### src/rtl/bus_arbiter3_if.sv
`default_nettype none
// ============================================================================
// Module      : bus_arbiter3_if
// Description : Bundle of the arbitration handshake between three requesters,
//               the shared resource and the bus_arbiter3 block.
//                 req [2:0] : request per requester (bit i = requester i)
//                 ack       : one-beat-complete pulse from the shared resource
//                 gnt [2:0] : one-hot registered grant, 000 when idle
//                 sel [1:0] : datapath mux select (binary index of gnt)
//                 en        : resource enable, high while gnt is non-zero
//                 err       : sticky "ack while idle" flag
//               master : arbiter side (drives gnt/sel/en/err)
//               slave  : requester/resource side (drives req/ack)
// Revision    : 1.0 - initial release
// ============================================================================
interface bus_arbiter3_if;
    logic [2:0] req;
    logic       ack;
    logic [2:0] gnt;
    logic [1:0] sel;
    logic       en;
    logic       err;

    modport master (
        input  req,
        input  ack,
        output gnt,
        output sel,
        output en,
        output err
    );

    modport slave (
        output req,
        output ack,
        input  gnt,
        input  sel,
        input  en,
        input  err
    );
endinterface
`default_nettype wire

### src/rtl/bus_arbiter3.sv
`default_nettype none
// ============================================================================
// Module      : bus_arbiter3
// Description : Round-robin arbiter/sequencer for a three-way shared 16-bit
//               datapath port. Grants one requester at a time, drives the
//               3:1 mux select and limits each grant to MAXBEATS acknowledged
//               beats while another requester is waiting.
// Ports       : clk    - system clock, rising edge
//               reset  - asynchronous active-high reset
//               bus    - bus_arbiter3_if.master (req, ack in; gnt, sel, en,
//                        err out)
// Parameters  : MAXBEATS - beats per grant while others wait (1..15)
// Revision    : 1.0 - initial release
// ============================================================================
module bus_arbiter3 #(
    parameter int unsigned MAXBEATS = 4
) (
    input  wire            clk,
    input  wire            reset,
    bus_arbiter3_if.master bus
);

    // ------------------------------------------------------------------------
    // Constants and types
    // ------------------------------------------------------------------------
    localparam logic [4:0] c_maxbeats = 5'(MAXBEATS);
    localparam logic [1:0] c_last_rst = 2'd2;   // requester 0 wins first

    typedef enum logic [0:0] {
        ST_IDLE = 1'b0,
        ST_OWN  = 1'b1
    } state_t;

    // ------------------------------------------------------------------------
    // Helper functions (indices are always 0..2)
    // ------------------------------------------------------------------------
    function automatic logic [1:0] inc3(input logic [1:0] idx);
        return (idx == 2'd2) ? 2'd0 : idx + 2'd1;
    endfunction

    function automatic logic [2:0] onehot3(input logic [1:0] idx);
        logic [2:0] oh;
        case (idx)
            2'd0:    oh = 3'b001;
            2'd1:    oh = 3'b010;
            default: oh = 3'b100;
        endcase
        return oh;
    endfunction

    // First set bit of mask in the order last+1, last+2, last (mod 3).
    // Callers guarantee mask is non-zero.
    function automatic logic [1:0] pick(input logic [2:0] mask,
                                        input logic [1:0] last);
        logic [1:0] c1;
        logic [1:0] c2;
        logic [1:0] win;
        c1 = inc3(last);
        c2 = inc3(c1);
        if (mask[c1])
            win = c1;
        else if (mask[c2])
            win = c2;
        else
            win = last;
        return win;
    endfunction

    // ------------------------------------------------------------------------
    // State
    // ------------------------------------------------------------------------
    state_t     r_state;
    logic [1:0] r_owner;
    logic [3:0] r_cnt;
    logic [1:0] r_last;
    logic [2:0] r_gnt;
    logic [1:0] r_sel;
    logic       r_en;
    logic       r_err;

    state_t     w_state_n;
    logic [1:0] w_owner_n;
    logic [3:0] w_cnt_n;
    logic [1:0] w_last_n;
    logic [2:0] w_gnt_n;
    logic [1:0] w_sel_n;
    logic       w_en_n;
    logic       w_err_n;

    logic       w_own_req;
    logic [2:0] w_others;
    logic [4:0] w_cnt_inc;
    logic       w_budget_hit;
    logic       w_release;

    // ------------------------------------------------------------------------
    // State register
    // ------------------------------------------------------------------------
    always_ff @(posedge clk or posedge reset) begin
        if (reset) begin
            r_state <= ST_IDLE;
            r_owner <= 2'd0;
            r_cnt   <= 4'd0;
            r_last  <= c_last_rst;
            r_gnt   <= 3'b000;
            r_sel   <= 2'd0;
            r_en    <= 1'b0;
            r_err   <= 1'b0;
        end else begin
            r_state <= w_state_n;
            r_owner <= w_owner_n;
            r_cnt   <= w_cnt_n;
            r_last  <= w_last_n;
            r_gnt   <= w_gnt_n;
            r_sel   <= w_sel_n;
            r_en    <= w_en_n;
            r_err   <= w_err_n;
        end
    end

    // ------------------------------------------------------------------------
    // Next-state logic
    // ------------------------------------------------------------------------
    always_comb begin
        w_state_n = r_state;
        w_owner_n = r_owner;
        w_cnt_n   = r_cnt;
        w_last_n  = r_last;
        w_release = 1'b0;

        w_own_req    = bus.req[r_owner];
        // A non-owner request that rises together with the owner's ack
        // already counts as pending on this edge.
        w_others     = bus.req & ~onehot3(r_owner);
        w_cnt_inc    = {1'b0, r_cnt} + 5'd1;
        w_budget_hit = (w_cnt_inc == c_maxbeats);

        // ack in IDLE has no owner to account to; only flag it.
        w_err_n = r_err | ((r_state == ST_IDLE) && bus.ack);

        case (r_state)
            ST_IDLE: begin
                if (|bus.req) begin
                    w_state_n = ST_OWN;
                    w_owner_n = pick(bus.req, r_last);
                    w_last_n  = w_owner_n;
                    w_cnt_n   = 4'd0;
                end
            end

            ST_OWN: begin
                if (!w_own_req) begin
                    // Abandon (no ack) or final beat (ack) both release.
                    w_release = 1'b1;
                end else if (bus.ack) begin
                    if (w_budget_hit) begin
                        if (|w_others)
                            w_release = 1'b1;
                        else
                            w_cnt_n = 4'd0;   // nobody waiting: new budget
                    end else begin
                        w_cnt_n = w_cnt_inc[3:0];
                    end
                end

                if (w_release) begin
                    w_cnt_n = 4'd0;
                    if (|w_others) begin
                        // r_last equals the owner here, so the search starts
                        // just past it and the owner is masked out anyway.
                        w_owner_n = pick(w_others, r_last);
                        w_last_n  = w_owner_n;
                    end else begin
                        w_state_n = ST_IDLE;
                    end
                end
            end

            default: begin
                w_state_n = ST_IDLE;
            end
        endcase

        // Outputs are computed from the next state and registered, so there
        // is no combinational path from req/ack to gnt/sel/en.
        w_en_n  = (w_state_n == ST_OWN);
        w_gnt_n = w_en_n ? onehot3(w_owner_n) : 3'b000;
        w_sel_n = w_en_n ? w_owner_n : 2'd0;
    end

    // ------------------------------------------------------------------------
    // Outputs
    // ------------------------------------------------------------------------
    assign bus.gnt = r_gnt;
    assign bus.sel = r_sel;
    assign bus.en  = r_en;
    assign bus.err = r_err;

endmodule
`default_nettype wire

### src/flat_wrapper.sv
// flat-port wrapper written by rule: the top's interface ports become plain ports
module bus_arbiter3_flat 
#(
    parameter int unsigned MAXBEATS = 4
)
  (clk, reset, bus_req, bus_ack, bus_gnt, bus_sel, bus_en, bus_err);
  bus_arbiter3_if bus_i ();
  input  wire clk;
  input  wire reset;
  input wire logic [$bits(bus_i.req)-1:0] bus_req;
  input wire logic [$bits(bus_i.ack)-1:0] bus_ack;
  output wire logic [$bits(bus_i.gnt)-1:0] bus_gnt;
  output wire logic [$bits(bus_i.sel)-1:0] bus_sel;
  output wire logic [$bits(bus_i.en)-1:0] bus_en;
  output wire logic [$bits(bus_i.err)-1:0] bus_err;
  assign bus_i.req = bus_req;
  assign bus_i.ack = bus_ack;
  assign bus_gnt = bus_i.gnt;
  assign bus_sel = bus_i.sel;
  assign bus_en = bus_i.en;
  assign bus_err = bus_i.err;
  bus_arbiter3 #(.MAXBEATS(MAXBEATS)) u_core (.clk(clk), .reset(reset), .bus(bus_i));
endmodule
### config.mk
export PLATFORM = sky130hd
export DESIGN_NAME = bus_arbiter3_flat
export DESIGN_NICKNAME = d
export VERILOG_FILES = /design/src/rtl/bus_arbiter3_if.sv /design/src/rtl/bus_arbiter3.sv /design/src/flat_wrapper.sv
export SDC_FILE = /design/constraint.sdc
export NUM_CORES = 1
export LEC_CHECK = 0
export ABC_AREA = 0
export BUFFER_PORTS_ARGS = -buffer_cell sky130_fd_sc_hd__buf_2
export CORE_MARGIN = 4
export CORE_UTILIZATION = 50
export CTS_BUF_LIST = sky130_fd_sc_hd__clkbuf_8 sky130_fd_sc_hd__clkbuf_16
export DETAILED_ROUTE_END_ITERATION = 8
export HOLD_SLACK_MARGIN = 0.02
export PLACE_DENSITY = 0.74
export SKIP_CTS_REPAIR_TIMING = 1
export SYNTH_ARGS = -nofsm -noshare
export SYNTH_HDL_FRONTEND = slang
export SYNTH_SLANG_ARGS = --single-unit
### constraint.sdc
create_clock -name clk -period 1.9 [get_ports clk]
set_input_delay 0.19 -clock clk [delete_from_list [all_inputs] [get_ports clk]]
set_output_delay 0.19 -clock clk [all_outputs]
set_load 0.01 [all_outputs]
## Yosys cells after proc, flatten, opt, wreduce, memory -nomap -nowiden

Cells that the tools add are included.

- Magnitude comparators: 3
- Multiplexer cells: 43
- Reduce and logical (&&, ||, !) cells: 7
- Add/subtract/negate cells: 3
- Bitwise logic cells: 4
- Equality and inequality tests: 11

Operators by type and width:

| operator | number |
|---|---|
| 2-bit 2-to-1 mux | 13 |
| 4-bit 2-to-1 mux | 6 |
| 1-bit 2-to-1 mux | 12 |
| 3-bit one-hot mux with 2 select lines | 2 |
| 1-bit binary-select mux with 2-bit select | 5 |
| 2-bit by 3-bit less-than comparator with 1-bit output (second input constant) | 3 |
| 2-bit one-hot mux with 2 select lines | 2 |
| 4-bit one-hot mux with 2 select lines | 1 |
| 2-bit != test (second input constant) | 3 |
| 3-bit != test (second input constant) | 2 |
| 3-bit OR reduction | 2 |
| 4-bit by 1-bit adder with 5-bit output (second input constant) | 1 |
| 5-bit by 3-bit == test with 1-bit output (second input constant) | 1 |
| 2-bit by 1-bit adder with 2-bit output (second input constant) | 2 |
| 2-bit by 1-bit == test with 1-bit output (second input constant) | 2 |
| 2-bit == test (second input constant) | 2 |
| 2-bit zero test | 2 |
| 4-bit != test (second input constant) | 1 |
| 4-bit AND reduction | 1 |
| 3-bit bitwise AND | 1 |
| 3-bit 2-to-1 mux | 1 |
| 3-bit inverter | 1 |
| 3-bit AND reduction | 1 |
| 1-bit one-hot mux with 2 select lines | 1 |
| other kinds (3) | 3 |

- Bits in registers: 15
- Output and inout port bits: 7

## Longest topological paths before layout

- Depth after elaboration: 15
- Depth in mapped cells: 8
- Gate-level depth less buffers: 8

## Least setup slack after synthesis

No wires, ideal clock.

- Kind: register to register
- Start: register u_core.r_cnt[0]
- End: register u_core.r_gnt[0] (netlist: u_core.bus.gnt[0])
- Path buffers: 0
- Period minus slack after synthesis: 1,864 ps
- Required time: 1,758 ps
- Slack: 36 ps
- Library setup time: 142 ps
- Arrival time: 1,723 ps
- Stages on the path, launching flop included: 9
- Path through: dfrtp_1 -> ha_1 -> nor3b_1 -> nand2_1 -> a21boi_4 -> nor3_2 -> or3_4 -> inv_1 -> nor3_1

- Word-level cells in the longest chain between the ends: 11
- Elaborated cells on any way between the ends: 14
- Classes of those cells: 1 x add/sub; 2 x eq/ne; 10 x mux; 1 x reduce/logical

RTL lines:

| item | RTL line | source |
|---|---|---|
| start, declared | bus_arbiter3.sv:74 | `logic [3:0] r_cnt;` |
| start signal, assigned | bus_arbiter3.sv:112 | `r_cnt <= w_cnt_n;` |
| 4-bit by 1-bit adder with 5-bit output (*) | bus_arbiter3.sv:135 | `w_cnt_inc = {1'b0, r_cnt} + 5'd1;` |
| 5-bit by 3-bit == test with 1-bit output (*) | bus_arbiter3.sv:136 | `w_budget_hit = (w_cnt_inc == c_maxbeats);` |
| 1-bit 2-to-1 mux (*) | bus_arbiter3.sv:156 | `if (w_budget_hit) begin` |
| 1-bit 2-to-1 mux (*) | bus_arbiter3.sv:155 | `end else if (bus.ack) begin` |
| 1-bit 2-to-1 mux (*) | bus_arbiter3.sv:152 | `if (!w_own_req) begin` |
| 1-bit 2-to-1 mux (*) | bus_arbiter3.sv:141 | `case (r_state)` |
| 2-bit 2-to-1 mux (*) | bus_arbiter3.sv:166 | `if (w_release) begin` |
| 2-bit one-hot mux with 2 select lines (*) | bus_arbiter3.sv:141 |  |
| net u_core.w_owner_n[0] | bus_arbiter3.sv:82 | `logic [1:0] w_owner_n;` |
| 2-bit by 1-bit == test with 1-bit output or 2-bit zero test (tied branches) | bus_arbiter3.sv:43 | `case (idx)` |
| 3-bit one-hot mux with 2 select lines (*) | bus_arbiter3.sv:43 |  |
| 3-bit 2-to-1 mux (*) | bus_arbiter3.sv:187 | `w_gnt_n = w_en_n ? onehot3(w_owner_n) : 3'b000;` |
| net u_core.w_gnt_n[0] | bus_arbiter3.sv:85 | `logic [2:0] w_gnt_n;` |
| end signal, assigned | bus_arbiter3.sv:114 | `r_gnt <= w_gnt_n;` |
| end, declared | bus_arbiter3.sv:76 | `logic [2:0] r_gnt;` |

The timed path passes the listed nets; every way through them passes the cells marked *. The select of a mux whose other input is x is not followed.
A chain may end at the register's enable or synchronous reset.

## Worst setup path in the final report

Ends and elaborated chain as after synthesis.

==> flow_results.org <==
** STA
- Headroom to the max-slew limit came out at 65.46%.
- Final Critical Period :: 1.800 ns
- Of the available clock period, the critical path in the final layout requires 94.73%.
- Maximum operating frequency :: 0.5556 GHz
- Setup violations remaining at the end of the flow were counted as 0.
- Final Hold Vio Count :: 14
- Final hold analysis gives a worst-case slack of -0.02223 ns.
- For the pin with the worst max-slew slack, the measured transition is 0.5176 ns.
- On the final layout, the worst clock skew is 0.003361 ns.
- Max Slew Vio Count :: 0
- Setup total negative slack on the finished layout was measured at 0 ns.

** Worst setup path
- In this run the worst setup path begins at u_core.r_cnt[0].
- Source of the worst register-to-register timing path :: u_core.r_cnt[0]
- Crit-path leading delay family :: simple AND/OR/NAND/NOR gates
- Slowest-stage cell, CP :: sky130_fd_sc_hd__or3_4
- In this run the worst path has a maximum fanout of 5.
- CP peak stage delay :: 0.38 ns
- For the worst setup path, the data arrival time is 1.91 ns.
- Required time at the worst-slack endpoint :: 2.01 ns
- The worst setup path is captured at a register.
- Together, buffers and inverters on the worst path number 1.
- STA classifies the critical path startpoint as a register.
- Traced cell by cell, the critical path runs through ha_1 -> nor3b_4 -> nand2_2 -> a21boi_4 -> nor3_2 -> or3_4 -> inv_1 -> nor3_1.
- Type of the worst setup path :: register to register

** Synth
- Number of synthesized register bits :: 15
- In this run the biggest area consumer among cell types represents 37.74% of the synthesized area.
- Largest cells by area after synthesis :: sky130_fd_sc_hd__dfrtp_1 38%, sky130_fd_sc_hd__nor2_1 3.6%, sky130_fd_sc_hd__dfstp_2 2.8%
- The number of different library cells used by synthesis comes to 43.
- Synthesis produced a netlist whose cell count is 96.
- Sequential-to-total area share from yosys stat :: 40.57%
- Number of enable-type register cells in the synthesized netlist :: 0
- Synth Warn # :: 0
- Mean instance size in the synthesized netlist :: 9.671 um2
- Cell type with the highest aggregate area in the netlist :: sky130_fd_sc_hd__dfrtp_1
- Most frequently used flop master after synthesis :: sky130_fd_sc_hd__dfrtp_1
- The mapped netlist covers 928.4 um2.
- Syn nets :: 103
- Async set-or-reset flop fraction in the synthesized netlist :: 100.0%

** Power
- PwrDens :: 1443 nW/um2
- Summed over all cells, the static leakage comes to 0.5002 nW.
- The worst-case IR drop observed on VDD is 872.1 uV.
- Total Power :: 0.001581 W

** Placed design
- Number of port buffers :: 12
- Cell area reported after detailed placement :: 1035 um2
- Detailed placement finished with a half-perimeter wire length of 1553 um.
- Global placer's final weighted congestion :: 0.8479

** Detailed routing
- Drt wl/cell :: 14.41 um
- Total wire length after detailed routing :: 2018 um
- Summing over every cut layer, the via total after detailed routing is 786.
- Number of detailed-route iterations in the first pass :: 4
- Post-detailed-route count of antenna-violating nets :: 0
- After detailed routing, the number of remaining DRC violations is 0.
- Post-DR vias/cell :: 5.614
- Drt first-iter violations :: 35

** Hold path
- Class of the tightest hold or removal check :: input port to async pin

** Job
- The tool flagged a number of max-cap violations equal to 0.

** Global route
- The initial antenna violation count is 0.
- All-Layer GR Usage :: 16.95%
- Aggregate global routing overflow :: 0
- First-pass GRT wire length :: 3325 um
- Number of global-route vias before repair :: 786
- Pin count of the biggest net entering global routing :: 16

** Die
- Core area :: 1745 um2
- Vertical die dimension :: 51.09 um
- 13 I/O pins were placed.
- Width of the die :: 51.09 um
- After floorplanning, the core was divided into 15 placement rows.
- Area of the die :: 2610 um2
- Initial Utilization :: 53.19%

** Final layout
- The repair_antennas step left the layout with diodes totalling 0.
- In the final layout, the share of cells above drive strength 1 is 33.91%.
- Final layout net count :: 123
- Total non-filler cell area in the finished layout :: 1096 um2
- The library cells used most frequently in the layout, excluding fill and tap cells, are 12 x sky130_fd_sc_hd__buf_2, 12 x sky130_fd_sc_hd__dfrtp_1, 9 x sky130_fd_sc_hd__nor2_1.
- Compared with the post-synthesis result, the final layout area differs by 18.06%.

** Run status
- The final reports fail on hold timing.
- The flow ran to the end, but the final reports show violations.

** CTS
- The number of clock buffers added by TritonCTS is 3.
- Skew-Pair Late Insertion Delay :: 0.24 ns
- Sinks on the clock net :: 15
- The longest clock path from root to sink contains 2 buffers.
- CTS built an H-tree with a depth of 1.
- After clock tree synthesis, the clock-pin slew on the worst setup and hold paths is 0.06 ns.
- In this run the clock root is driven by a sky130_fd_sc_hd__clkbuf_8.
- CTS tree :: done
## report_power, final
group / switching, W / leakage (nW) / internal [W] / total [W]
combinational: 0.000410 / 0.294 / 0.000374 / 0.000784
sequential: 0.000116 / 0.180 / 0.000443 / 0.000559
clock: 0.0000957 / 0.0269 / 0.000142 / 0.000238
total: 0.000622 / 0.500 / 0.000960 / 0.00158
## cells in the mapped netlist, drive strengths merged, types with 2 or more instances
cell type	number
nor2b	3
nand2	7
nand2b	4
nor3	5
clkbuf	3
and2	2
mux2i	2
o21ai	7
a211oi	2
nor3b	2
nand3b	2
a21boi	2
dfrtp	14
o2111ai	2
a21oi	4
nand4	2
inv	5
nor2	11
## routing by layer
metal,share of wire (%),wire length (um),GRT usage (%)
met5,0,0,0
met4,2.1,43,6.726
met3,6.1,124,2.332
met2,51,1025,30.04
met1,41,825,20.48
## final timing paths
kind | end | slack, ns | depth (start not counted)
worst max-delay path | u_core.bus.gnt[0] | 0.10 | 8
worst min-delay path | u_core.bus.gnt[0] | -0.02 | 2
worst max register to register | u_core.bus.gnt[0] | 0.10 | 8
worst min register to register | u_core.bus.err | 0.45 | 1
max in group asynchronous | u_core.r_owner[1] | 1.55 | 2
min in group clk | u_core.bus.err | 0.22 | 2
## logic make-up (layout without fill, tap and decap cells)
family | Yosys count | in the layout | share of synthesized area [%]
mux | 2 | 2 | 2.156
simple gates | 43 | 43 | 26.55
compound gates | 26 | 26 | 23.32
fa+ha+maj | 1 | 1 | 1.347
buf+inv | 9 | 28 | 6.064
flops | 15 | 15 | 40.57
## worst register-to-register path, stage by stage, from the launching register on
cell,delay (ns)
sky130_fd_sc_hd__dfrtp_1,0.36
sky130_fd_sc_hd__ha_1,0.18
sky130_fd_sc_hd__nor3b_4,0.24
sky130_fd_sc_hd__nand2_2,0.11
sky130_fd_sc_hd__a21boi_4,0.21
sky130_fd_sc_hd__nor3_2,0.06
sky130_fd_sc_hd__or3_4,0.38
sky130_fd_sc_hd__inv_1,0.08
sky130_fd_sc_hd__nor3_1,0.05
## layout make-up
type                            count  area, um2
Inverter                            5      18.77
Sequential cell                    15      379.1
Clock inverter                      1      3.754
Timing Repair Buffer               19      112.6
Clock buffer                        3      41.29
Tap cell                           25      31.28
Fill cell                         140      649.4
Multi-Input combinational cell     72      509.2
## registers in the layout, indices dropped and copies added (netlist names)
register / flops
u_core.r_owner: 2
u_core.r_cnt: 4
u_core.r_last: 2
u_core.bus.gnt: 3
u_core.bus.sel: 2
u_core.r_state: 1
u_core.bus.err: 1
## through the flow
| stage | setup slack [ns] | util, % | instances |
|---|---|---|---|
| 3_5_place_dp | -0.04969 | 59.28 | 136 |
| 4_1_cts | -0.06413 | 61.86 | 140 |
| 5_1_grt | -0.01575 | 62.80 | 140 |
| 6_report | 0.1002 | 62.80 | 140 |
| 2_1_floorplan | 0.03571 | - | 96 |
| 3_3_place_gp | 0.06104 | 59.28 | 136 |
(Power assumes the default switching activity.)
